$ cat src/rtl/cp0.sv
`timescale 1ns / 1ps
`default_nettype none
// ============================================================================
//  Module   : cp0
//  Purpose  : Coprocessor-0 interrupt/exception register block (SR, Cause,
//             EPC, PRId) with the interrupt request and mfc0 read port.
//  Revision : 1.0 - initial release
// ============================================================================
module cp0 #(
    parameter logic [31:0] PRID_VALUE = 32'h4D50_5334
) (
    input  logic        clk,
    input  logic        rst_n,
    input  logic [4:0]  A1,
    input  logic [4:0]  A2,
    input  logic [31:0] DIn,
    input  logic        We,
    input  logic [31:0] PC,
    input  logic [5:0]  HWInt,
    input  logic        EXLSet,
    input  logic        EXLClr,
    output logic        IntReq,
    output logic [31:0] EPC,
    output logic [31:0] DOut
);

    localparam logic [4:0] C_ADDR_SR    = 5'd12;
    localparam logic [4:0] C_ADDR_CAUSE = 5'd13;
    localparam logic [4:0] C_ADDR_EPC   = 5'd14;
    localparam logic [4:0] C_ADDR_PRID  = 5'd15;

    logic [5:0]  r_im;
    logic        r_exl;
    logic        r_ie;
    logic [5:0]  r_ip;
    logic [4:0]  r_exccode;
    logic [29:0] r_epc;

    logic        w_we_sr;
    logic        w_we_epc;
    logic [31:0] w_sr;
    logic [31:0] w_cause;
    logic [31:0] w_epc;
    logic        w_unused_pc;

    assign w_we_sr     = We && (A2 == C_ADDR_SR);
    assign w_we_epc    = We && (A2 == C_ADDR_EPC);
    assign w_unused_pc = ^PC[1:0];

    always_ff @(posedge clk or negedge rst_n) begin
        if (!rst_n) begin
            r_im      <= 6'h0;
            r_exl     <= 1'b0;
            r_ie      <= 1'b0;
            r_ip      <= 6'h0;
            r_exccode <= 5'h0;
            r_epc     <= 30'h0;
        end else begin
            r_ip <= HWInt;

            // IM/IE follow mtc0 even when an exception entry/return shares the cycle
            if (w_we_sr) begin
                r_im <= DIn[15:10];
                r_ie <= DIn[0];
            end

            if (EXLSet)
                r_exl <= 1'b1;
            else if (EXLClr)
                r_exl <= 1'b0;
            else if (w_we_sr)
                r_exl <= DIn[1];

            if (EXLSet) begin
                r_epc     <= PC[31:2];
                r_exccode <= 5'd0;
            end else if (w_we_epc) begin
                r_epc <= DIn[31:2];
            end
        end
    end

    assign w_sr    = {16'h0, r_im, 8'h0, r_exl, r_ie};
    assign w_cause = {16'h0, r_ip, 3'h0, r_exccode, 2'b00};
    assign w_epc   = {r_epc, 2'b00};

    assign IntReq = (|(HWInt & r_im)) & r_ie & ~r_exl;
    assign EPC    = w_epc;

    always_comb begin
        DOut = 32'h0;
        case (A1)
            C_ADDR_SR:    DOut = w_sr;
            C_ADDR_CAUSE: DOut = w_cause;
            C_ADDR_EPC:   DOut = w_epc;
            C_ADDR_PRID:  DOut = PRID_VALUE;
            default:      DOut = 32'h0;
        endcase
    end

endmodule
`default_nettype wire

$ cat config.mk
export PLATFORM = sky130hd
export DESIGN_NAME = cp0
export DESIGN_NICKNAME = d
export VERILOG_FILES = /design/src/rtl/cp0.sv
export SDC_FILE = /design/constraint.sdc
export NUM_CORES = 1
export LEC_CHECK = 0
export ABC_AREA = 1
export BUFFER_PORTS_ARGS = -buffer_cell sky130_fd_sc_hd__buf_4
export CAP_MARGIN = 20
export CORE_ASPECT_RATIO = 1.1
export CORE_MARGIN = 2
export CORE_UTILIZATION = 40
export CTS_BUF_LIST = sky130_fd_sc_hd__clkbuf_4
export CTS_CLUSTER_DIAMETER = 40
export DETAILED_ROUTE_END_ITERATION = 10
export PLACE_DENSITY = 0.74
export SLEW_MARGIN = 40
export SYNTH_ARGS = -nofsm -noshare
export SYNTH_HDL_FRONTEND = slang
export SYNTH_SLANG_ARGS = --single-unit
export TNS_END_PERCENT = 100
$ cat constraint.sdc
create_clock -name clk -period 1.08 [get_ports clk]
set_input_delay 0 -clock clk [delete_from_list [all_inputs] [get_ports clk]]
set_output_delay 0 -clock clk [all_outputs]
set_load 0.02 [all_outputs]
==> results_dict.tcl, run 1 <==
set metrics [dict create \
    clockBufferDepth 2 \
    wl_mm 10.8 \
    hp-class "in -> reg" \
    io_pins 150 \
    finalHoldViolCount 1 \
    fin_ws_ps -234 \
    die_w_um 81.5 \
    routedWlPerCell_um 15.4 \
    cp-end-kind "output pin" \
    use_met1_pct 31.3 \
    rrSetupSlack_ps 150 \
    cp.required_ps 1080 \
    antenna_left 0 \
    violations "negative hold slack, negative setup slack" \
    antenna_found_initial 0 \
    top_usage_layer "met2" \
    clock.fmax_mhz 761 \
    yosysTopAreaCell "dfrtp_1" \
    core_area_mm2 0.00648 \
    grt.overflow.total 0 \
    total_power_mw 4.87 \
    seq_area_frac_synth_pct 41.6 \
    clk_pin_slew_ps 140 \
    whs_endpoint "r_ie$_DFFE_PN0P_" \
    via_per_inst 4.91 \
    layout_common_cells "nand2_1, buf_4, dlygate4sd3_1" \
    first_pass_iters 5 \
    r2r-end "r_epc[28]$_DFFE_PN0P_" \
    synth_warnings 0 \
    place_hpwl_mm 5.95 \
    dieHeight_um 89.3 \
    netlist_instances 381 \
    synth_area_leaders "dfrtp_1, nand2_1, nand3_1" \
    synth_top_area_share_pct 41.6 \
    cts_root_buf "clkbuf_4" \
    worstRegToRegCells 4 \
    grt_use_met2_pct 50.1 \
    setup_violations 11 \
    crit_arrival_ps 1310 \
    slew_viol_final 0 \
    peakVddDrop_mv 0.547 \
    start_util_pct 40.8 \
    syn_area_mm2 0.00265 \
    syn_to_final_growth_pct 90.5 \
    startpoint_type "flip-flop" \
    first_global_vias 3410 \
    p_per_area_mw_per_mm2 967 \
    holdWs_ps -27.8 \
    grt_max_degree 45 \
    r2r_start "r_epc[28]$_DFFE_PN0P_" \
    grt_pass1_wl_mm 15.4 \
    die_area_mm2 0.00728 \
    vias 3464 \
    worst_pin_slew_ps 580 \
    run_status "finished with violations" \
    route.detailed.drc 0 \
    h-tree-depth 2 \
    hold_start "A2[1]" \
    min_period_ps 1310 \
    cp_max_fo 2 \
    cts_buffers 5 \
    clock_latency_ps 350 \
    p_leak_nw 2.80 \
    grtUsageTotal_pct 27.6 \
    globalRouteMet3Util_pct 4.24 \
    drv_cap 0 \
    setup_tns_ps -855 \
    cts_sinks 44 \
    timing.final.crit_share_pct 122 \
    drt-initial-drc-count 197 \
    crit_type "reg -> out" \
    drive_gt1_share_pct 38.6 \
    ys_seq_elements 44 \
    fin_worst_skew_ps 0 \
    n_antenna_cell 0 \
    rsz0062_at_grt "yes" \
    num_rows 31 \
    place_congestion 0.838 \
    hold_depth 4 \
    relSlewSlack_pct 61.3 \
    nNetsFinal 708 \
    numPortBuffers 145 \
    avgSynthCellArea_um2 6.94 \
    layout_commonest_cell "nand2_1" \
    synth_cell_types 18 \
    cts_tree "done" \
]
## critical path, cell delays in order, from the launching register on
cell	delay [ps]
dfrtp_1	410
nand2_1	90
nand3_2	100
nor2_2	150
nor2_1	60
buf_4	150
## Yosys cell counts
master    instances
buf_2            13
buf_4             7
buf_6             5
conb_1            1
dfrtp_1          44
inv_1            27
inv_2             1
nand2_1         172
nand2_2           3
nand2_4           1
nand3_1          67
nor2_1           11
nor2_2           12
nor2_4            1
nor2_8            1
o211ai_1          2
o21ai_0           7
o21ai_2           6
## metal layers
metal / wire length (um) / vias up / part of all wire (%)
li1: - / 1667 / -
met1: 3880 / 1612 / 36
met2: 6000 / 145 / 55
met3: 534 / 40 / 4.9
met4: 423 / 0 / 3.9
met5: 0 / - / 0
## kinds of logic (layout without fill, tap and decap cells)
group           Yosys count  in the layout  share of synthesized area [%]
compound gates           15             15                           3.88
buf+inv                  53            295                           10.5
flops                    44             44                           41.6
other cells               1              2                          0.142
simple gates            268            268                           43.8
## flip-flops by register name (all words and copies together) (netlist names)
register / count
r_epc: 30
r_exl: 1
r_ie: 1
r_im: 6
r_ip: 6
## area by class of cell
type                            instances  area, um2
Clock buffer                            5       37.5
Clock inverter                          3       42.5
Fill cell                             436       1440
Inverter                               28        105
Multi-Input combinational cell        285       1350
Sequential cell                        44       1100
Tap cell                               82        103
Timing Repair Buffer                  259       2300
## through the flow
step	util, %	instances	setup slack, ps	area, um2
floorplan	-	382	274	2650
global placement	58.8	598	155	3810
detailed placement	58.8	598	125	3810
CTS	73.6	691	-197	4760
global route	77.8	706	-279	5040
finish	77.8	706	-234	5040
## how the worst max path moves through the flow
stage                                from  endpoint  slack [ps]  cells after the start
finish                r_im[2]$_DFFE_PN0P_    IntReq        -230                      5
global route          r_im[2]$_DFFE_PN0P_    IntReq        -280                      5
CTS                   r_im[3]$_DFFE_PN0P_    IntReq        -200                      5
detailed placement                  A1[3]   DOut[4]         130                      6
global placement                    A1[3]  DOut[30]         160                      6
floorplan           r_epc[17]$_DFFE_PN0P_  DOut[19]         270                      2
## repair_timing
action	in CTS	in global routing
setup endpoints to repair	20	38
resized for setup	15	45
hold buffers	71	1
hold endpoints to repair	88	1
pin swaps	11	23
buffers inserted	14	15
## power breakdown
group          internal (mW)  leakage (nW)  switching (mW)
sequential              1.83         0.543           0.152
combinational          0.968          2.22           0.876
clock                  0.483        0.0412           0.565
(Power assumes the default switching activity.)
==> inputs of run 2 (changes only) <==
--- a/config.mk
+++ b/config.mk
@@ -9,7 +9,7 @@
 export BUFFER_PORTS_ARGS = -buffer_cell sky130_fd_sc_hd__buf_4
 export CAP_MARGIN = 20
 export CORE_ASPECT_RATIO = 1.1
-export CORE_MARGIN = 2
+export CORE_MARGIN = 4
 export CORE_UTILIZATION = 40
 export CTS_BUF_LIST = sky130_fd_sc_hd__clkbuf_4
 export CTS_CLUSTER_DIAMETER = 40
==> results_dict.tcl, run 2 (same netlist as run 1, synthesis figures left out) <==
set metrics [dict create \
    place_hpwl_mm 6.20 \
    antenna_left 0 \
    violations "negative setup slack" \
    place_area_mm2 0.00379 \
    timing.final.crit_share_pct 123 \
    first_pass_iters 6 \
    syn_to_final_growth_pct 91.8 \
    p_per_area_mw_per_mm2 929 \
    fin_worst_skew_ps 0 \
    relSlewSlack_pct 61.8 \
    cp-startpoint "r_im[1]$_DFFE_PN0P_" \
    place_congestion 0.772 \
    routedWlPerCell_um 16.0 \
    cp_top_family "flip-flops" \
    route.detailed.drc 0 \
    cts_root_buf "clkbuf_4" \
    start_util_pct 41.9 \
    drive_gt1_share_pct 38.7 \
    p_leak_nw 2.81 \
    cts_sinks 44 \
    total_power_mw 4.71 \
    clock.fmax_mhz 750 \
    fin_cells 702 \
    hold_start "DIn[1]" \
    slew_viol_final 0 \
    cp_max_fo 2 \
    clk_pin_slew_ps 120 \
    first_global_vias 3496 \
    crit_type "reg -> out" \
    min_period_ps 1330 \
    core_area_mm2 0.00631 \
    post-place-cells 594 \
    rsz0062_at_grt "yes" \
    clockBufferDepth 2 \
    cp-end-kind "output pin" \
    finalHoldViolCount 0 \
    num_rows 30 \
    numPortBuffers 145 \
    die_w_um 85.5 \
    grtUsageTotal_pct 26.3 \
    h-tree-depth 2 \
    top_register "r_epc" \
    top_regs "r_epc (30), r_im (6), r_ip (6)" \
    setup_violations 14 \
    wl_mm 11.2 \
    die_area_mm2 0.00798 \
    clock_latency_ps 360 \
    r2r_start "r_im[2]$_DFFE_PN0P_" \
    antenna_found_initial 0 \
    hp-class "in -> reg" \
    path_buf_inv 1 \
    crit_arrival_ps 1330 \
    io_pins 150 \
    cts_tree "done" \
    cts_buffers 5 \
    design_area_mm2 0.00507 \
    vias 3527 \
    utilization_pct 80.5 \
    n_antenna_cell 0 \
    path_cells "nand2_2, nand3_4, nor2_4, nor2_2, buf_6" \
    grt_pass1_wl_mm 16.6 \
    crit_slowest_cell "dfrtp_1" \
    slowest_delay_ps 440 \
    grt_max_degree 45 \
    run_status "finished with violations" \
    layout_commonest_cell "nand2_1" \
    via_per_inst 5.02 \
    holdWs_ps 15.0 \
    worst_pin_slew_ps 573 \
    dieHeight_um 93.3 \
    fin_ws_ps -253 \
    drv_cap 0 \
    drt-initial-drc-count 239 \
    nNetsFinal 707 \
    cp.required_ps 1080 \
    peakVddDrop_mv 0.498 \
    largest_reg_flops 30 \
    startpoint_type "flip-flop" \
    grt.overflow.total 0 \
    layout_common_cells "nand2_1, buf_4, dlygate4sd3_1" \
]
## run 2: changes by cell type in the layout (fill, tap and decap cells not counted), moves of 2 or more
cell	change
buf_4	-10
buf_6	+9
inv_1	+2
inv_2	-2
nand2_1	-4
nand2_2	+4
nand3_2	-2
nand3_4	+3
nor2_2	-2
## run 2: final cells by class
type / instances / area, um2
Inverter: 28 / 105
Timing Repair Buffer: 258 / 2330
Tap cell: 80 / 100
Fill cell: 400 / 1230
Clock inverter: 1 / 5.00
Clock buffer: 6 / 45.0
Multi-Input combinational cell: 285 / 1390
Sequential cell: 44 / 1100
## run 2: routing by layer
layer / GRT usage, % / wire length, um / vias to the layer above
met5: 0 / 0 / -
met4: 13.2 / 567 / 0
met3: 4.93 / 644 / 56
met2: 47.5 / 6030 / 171
met1: 29.1 / 3980 / 1640
li1: - / - / 1660
## run 2: path summary, 6_finish.rpt
check | endpoint | cells after the start | slack (ps)
max in group asynchronous | r_ip[2]$_DFF_PN0_ | 2 | 510
max | IntReq | 5 | -250
min | r_exl$_DFFE_PN0P_ | 5 | 20
min reg2reg | r_im[4]$_DFFE_PN0P_ | 2 | 540
min in group asynchronous | r_epc[23]$_DFFE_PN0P_ | 2 | 180
max reg2reg | r_im[2]$_DFFE_PN0P_ | 5 | 40
## run 2: where the power goes
| part | switching (mW) | internal [mW] | leakage, nW |
|---|---|---|---|
| registers | 0.171 | 1.83 | 0.543 |
| logic | 0.900 | 1.01 | 2.23 |
| clock network | 0.532 | 0.266 | 0.0315 |
| total | 1.60 | 3.11 | 2.81 |
## run 2: worst min-delay path: stages
cell and delay, ps:
buf_4 110, inv_1 40, o21ai_0 70, nand2_1 80, nand2_1 50
## run 2: through the flow
stage	setup TNS (ps)	setup WS, ps
3_3_place_gp	0	128
5_1_grt	-2400	-309
3_5_place_dp	0	94.8
2_1_floorplan	0	274
4_1_cts	-651	-182
6_report	-977	-253
## run 2: repair_timing
action / in CTS / in global routing
resized for setup: 25 / 51
hold buffers: 70 / 2
endpoints found under the setup margin: 19 / 40
pin swaps: 11 / 24
setup buffers: 19 / 13
endpoints found under the hold margin: 88 / 1
==> inputs of run 3 (changes only) <==
--- a/config.mk
+++ b/config.mk
@@ -10,11 +10,12 @@
 export CAP_MARGIN = 20
 export CORE_ASPECT_RATIO = 1.1
 export CORE_MARGIN = 4
-export CORE_UTILIZATION = 40
+export CORE_UTILIZATION = 45
 export CTS_BUF_LIST = sky130_fd_sc_hd__clkbuf_4
 export CTS_CLUSTER_DIAMETER = 40
 export DETAILED_ROUTE_END_ITERATION = 10
-export PLACE_DENSITY = 0.74
+export MAX_ROUTING_LAYER = met4
+export PLACE_DENSITY = 0.81
 export SLEW_MARGIN = 40
 export SYNTH_ARGS = -nofsm -noshare
 export SYNTH_HDL_FRONTEND = slang
==> results_dict.tcl, run 3 (same netlist as run 1, synthesis figures left out) <==
set metrics [dict create \
    timing.final.crit_share_pct 119 \
    h-tree-depth 2 \
    min_period_ps 1280 \
    fin_worst_skew_ps 0 \
    p_per_area_mw_per_mm2 931 \
    hold_start "EXLSet" \
    first_global_vias 3493 \
    crit_type "reg -> out" \
    route.detailed.drc 0 \
    rsz0062_at_grt "yes" \
    peakVddDrop_mv 0.700 \
    p_comb_share_pct 40.1 \
    core_area_mm2 0.00573 \
    drv_cap 0 \
    clk_pin_slew_ps 140 \
    top_regs "r_epc (30), r_im (6), r_ip (6)" \
    nNetsFinal 709 \
    startpoint_type "flip-flop" \
    p_sw_share_pct 34.8 \
    multi_input_area_mm2 0.00135 \
    via_per_inst 5.24 \
    hp-class "in -> reg" \
    total_power_mw 4.71 \
    clockBufferDepth 2 \
    p_leak_nw 2.79 \
    antenna_found_initial 0 \
    cts_tree "done" \
    layout_common_cells "nand2_1, buf_4, dlygate4sd3_1" \
    die_area_mm2 0.00717 \
    clock.fmax_mhz 781 \
    clkPwrFrac_pct 17.2 \
    run_status "finished with violations" \
    place_congestion 0.846 \
    io_pins 150 \
    num_rows 29 \
    internal-power_mw 3.07 \
    cp_max_fo 3 \
    r2r_start "r_im[1]$_DFFE_PN0P_" \
    relSlewSlack_pct 62.0 \
    register_area_mm2 0.00110 \
    pwr-share-seq_pct 42.7 \
    start_util_pct 46.1 \
    grt_max_degree 45 \
    drt-initial-drc-count 207 \
    clock_latency_ps 350 \
    worst_pin_slew_ps 570 \
    violations "negative setup slack" \
    drive_gt1_share_pct 38.4 \
    grt.overflow.total 0 \
    largest_reg_flops 30 \
    vias 3681 \
    finalHoldViolCount 0 \
    grt_pass1_wl_mm 16.5 \
    place_hpwl_mm 6.10 \
    power_switching_mw 1.64 \
    fin_ws_ps -201 \
    grtUsageTotal_pct 30.9 \
    crit_arrival_ps 1280 \
    layout_commonest_cell "nand2_1" \
    slew_viol_final 0 \
    antenna_left 0 \
    cts_root_buf "clkbuf_4" \
    wl_mm 11.8 \
    syn_to_final_growth_pct 91.2 \
    dieHeight_um 88.4 \
    cts_sinks 44 \
    cp-startpoint "r_im[2]$_DFFE_PN0P_" \
    cp.required_ps 1080 \
    cp-end-kind "output pin" \
    die_w_um 81.1 \
    setup_violations 14 \
    first_pass_iters 5 \
    top_register "r_epc" \
    cts_buffers 5 \
    setup_tns_ps -961 \
    routedWlPerCell_um 16.8 \
    fill_cells 297 \
    numPortBuffers 145 \
]
==> run 3: cell type report <==
type	instances	area share (%)
diodes	1	0.0495
clock inverters	3	0.272
well taps	77	1.91
inverters	28	2.08
multi-input cells	285	26.7
flip-flops and latches	44	21.8
clock buffers	5	0.742
repair buffers	260	46.4
==> run 3: power groups by stage <==
stage | logic [mW] | registers, mW | clock network, mW
3_3_place_gp | 1.23 | 2.02 | 0
3_5_place_dp | 1.26 | 2.02 | 0
6_report | 1.89 | 2.01 | 0.810
5_1_grt | 2.02 | 2.03 | 0.880
4_1_cts | 1.61 | 1.98 | 0.788
2_1_floorplan | 0.513 | 2.13 | 0
==> run 3: critical path, cell delays in order (launching register included) <==
cell     delay (ps)
dfrtp_1         440
nand2_1          80
nand3_1          80
nor2_1          120
nor2_1           50
buf_4           150
==> run 3: metrics by stage <==
step	area [um2]	worst slack (ps)	cells	util (%)	hold WS, ps
CTS	4750	-152	686	82.9	34.4
floorplan	2650	274	382	-	-296
finish	5060	-201	703	88.2	53.7
global route	5050	-266	702	88.1	71.9
detailed placement	3770	66.6	591	65.8	30.5
global placement	3770	86.8	591	65.8	31.0
==> run 3: worst paths after layout <==
kind | endpoint | slack (ps) | depth (start not counted)
worst max register to register | r_im[1]$_DFFE_PN0P_ | 150 | 4
worst max-delay path | IntReq | -200 | 5
worst min-delay path | r_epc[8]$_DFFE_PN0P_ | 50 | 4
min in group asynchronous | r_epc[19]$_DFFE_PN0P_ | 160 | 2
max in group asynchronous | r_epc[20]$_DFFE_PN0P_ | 530 | 2
worst min register to register | r_epc[21]$_DFFE_PN0P_ | 570 | 2
==> run 3: what timing repair did <==
action / CTS / global route
buffers inserted: 16 / 15
pin swaps: 13 / 26
hold buffers: 71 / 2
setup endpoints to repair: 17 / 41
resized for setup: 23 / 53
hold endpoints to repair: 88 / 1
gates cloned: 0 / 0
==> run 3: layer usage <==
| layer | up-vias | share of wire [%] | GRT usage (%) |
|---|---|---|---|
| met2 | 210 | 56 | 55.8 |
| met4 | 0 | 4.3 | 14.1 |
| met3 | 54 | 6.0 | 5.19 |
| met1 | 1748 | 33 | 32.7 |
| li1 | 1669 | - | - |
| met5 | - | 0 | - |
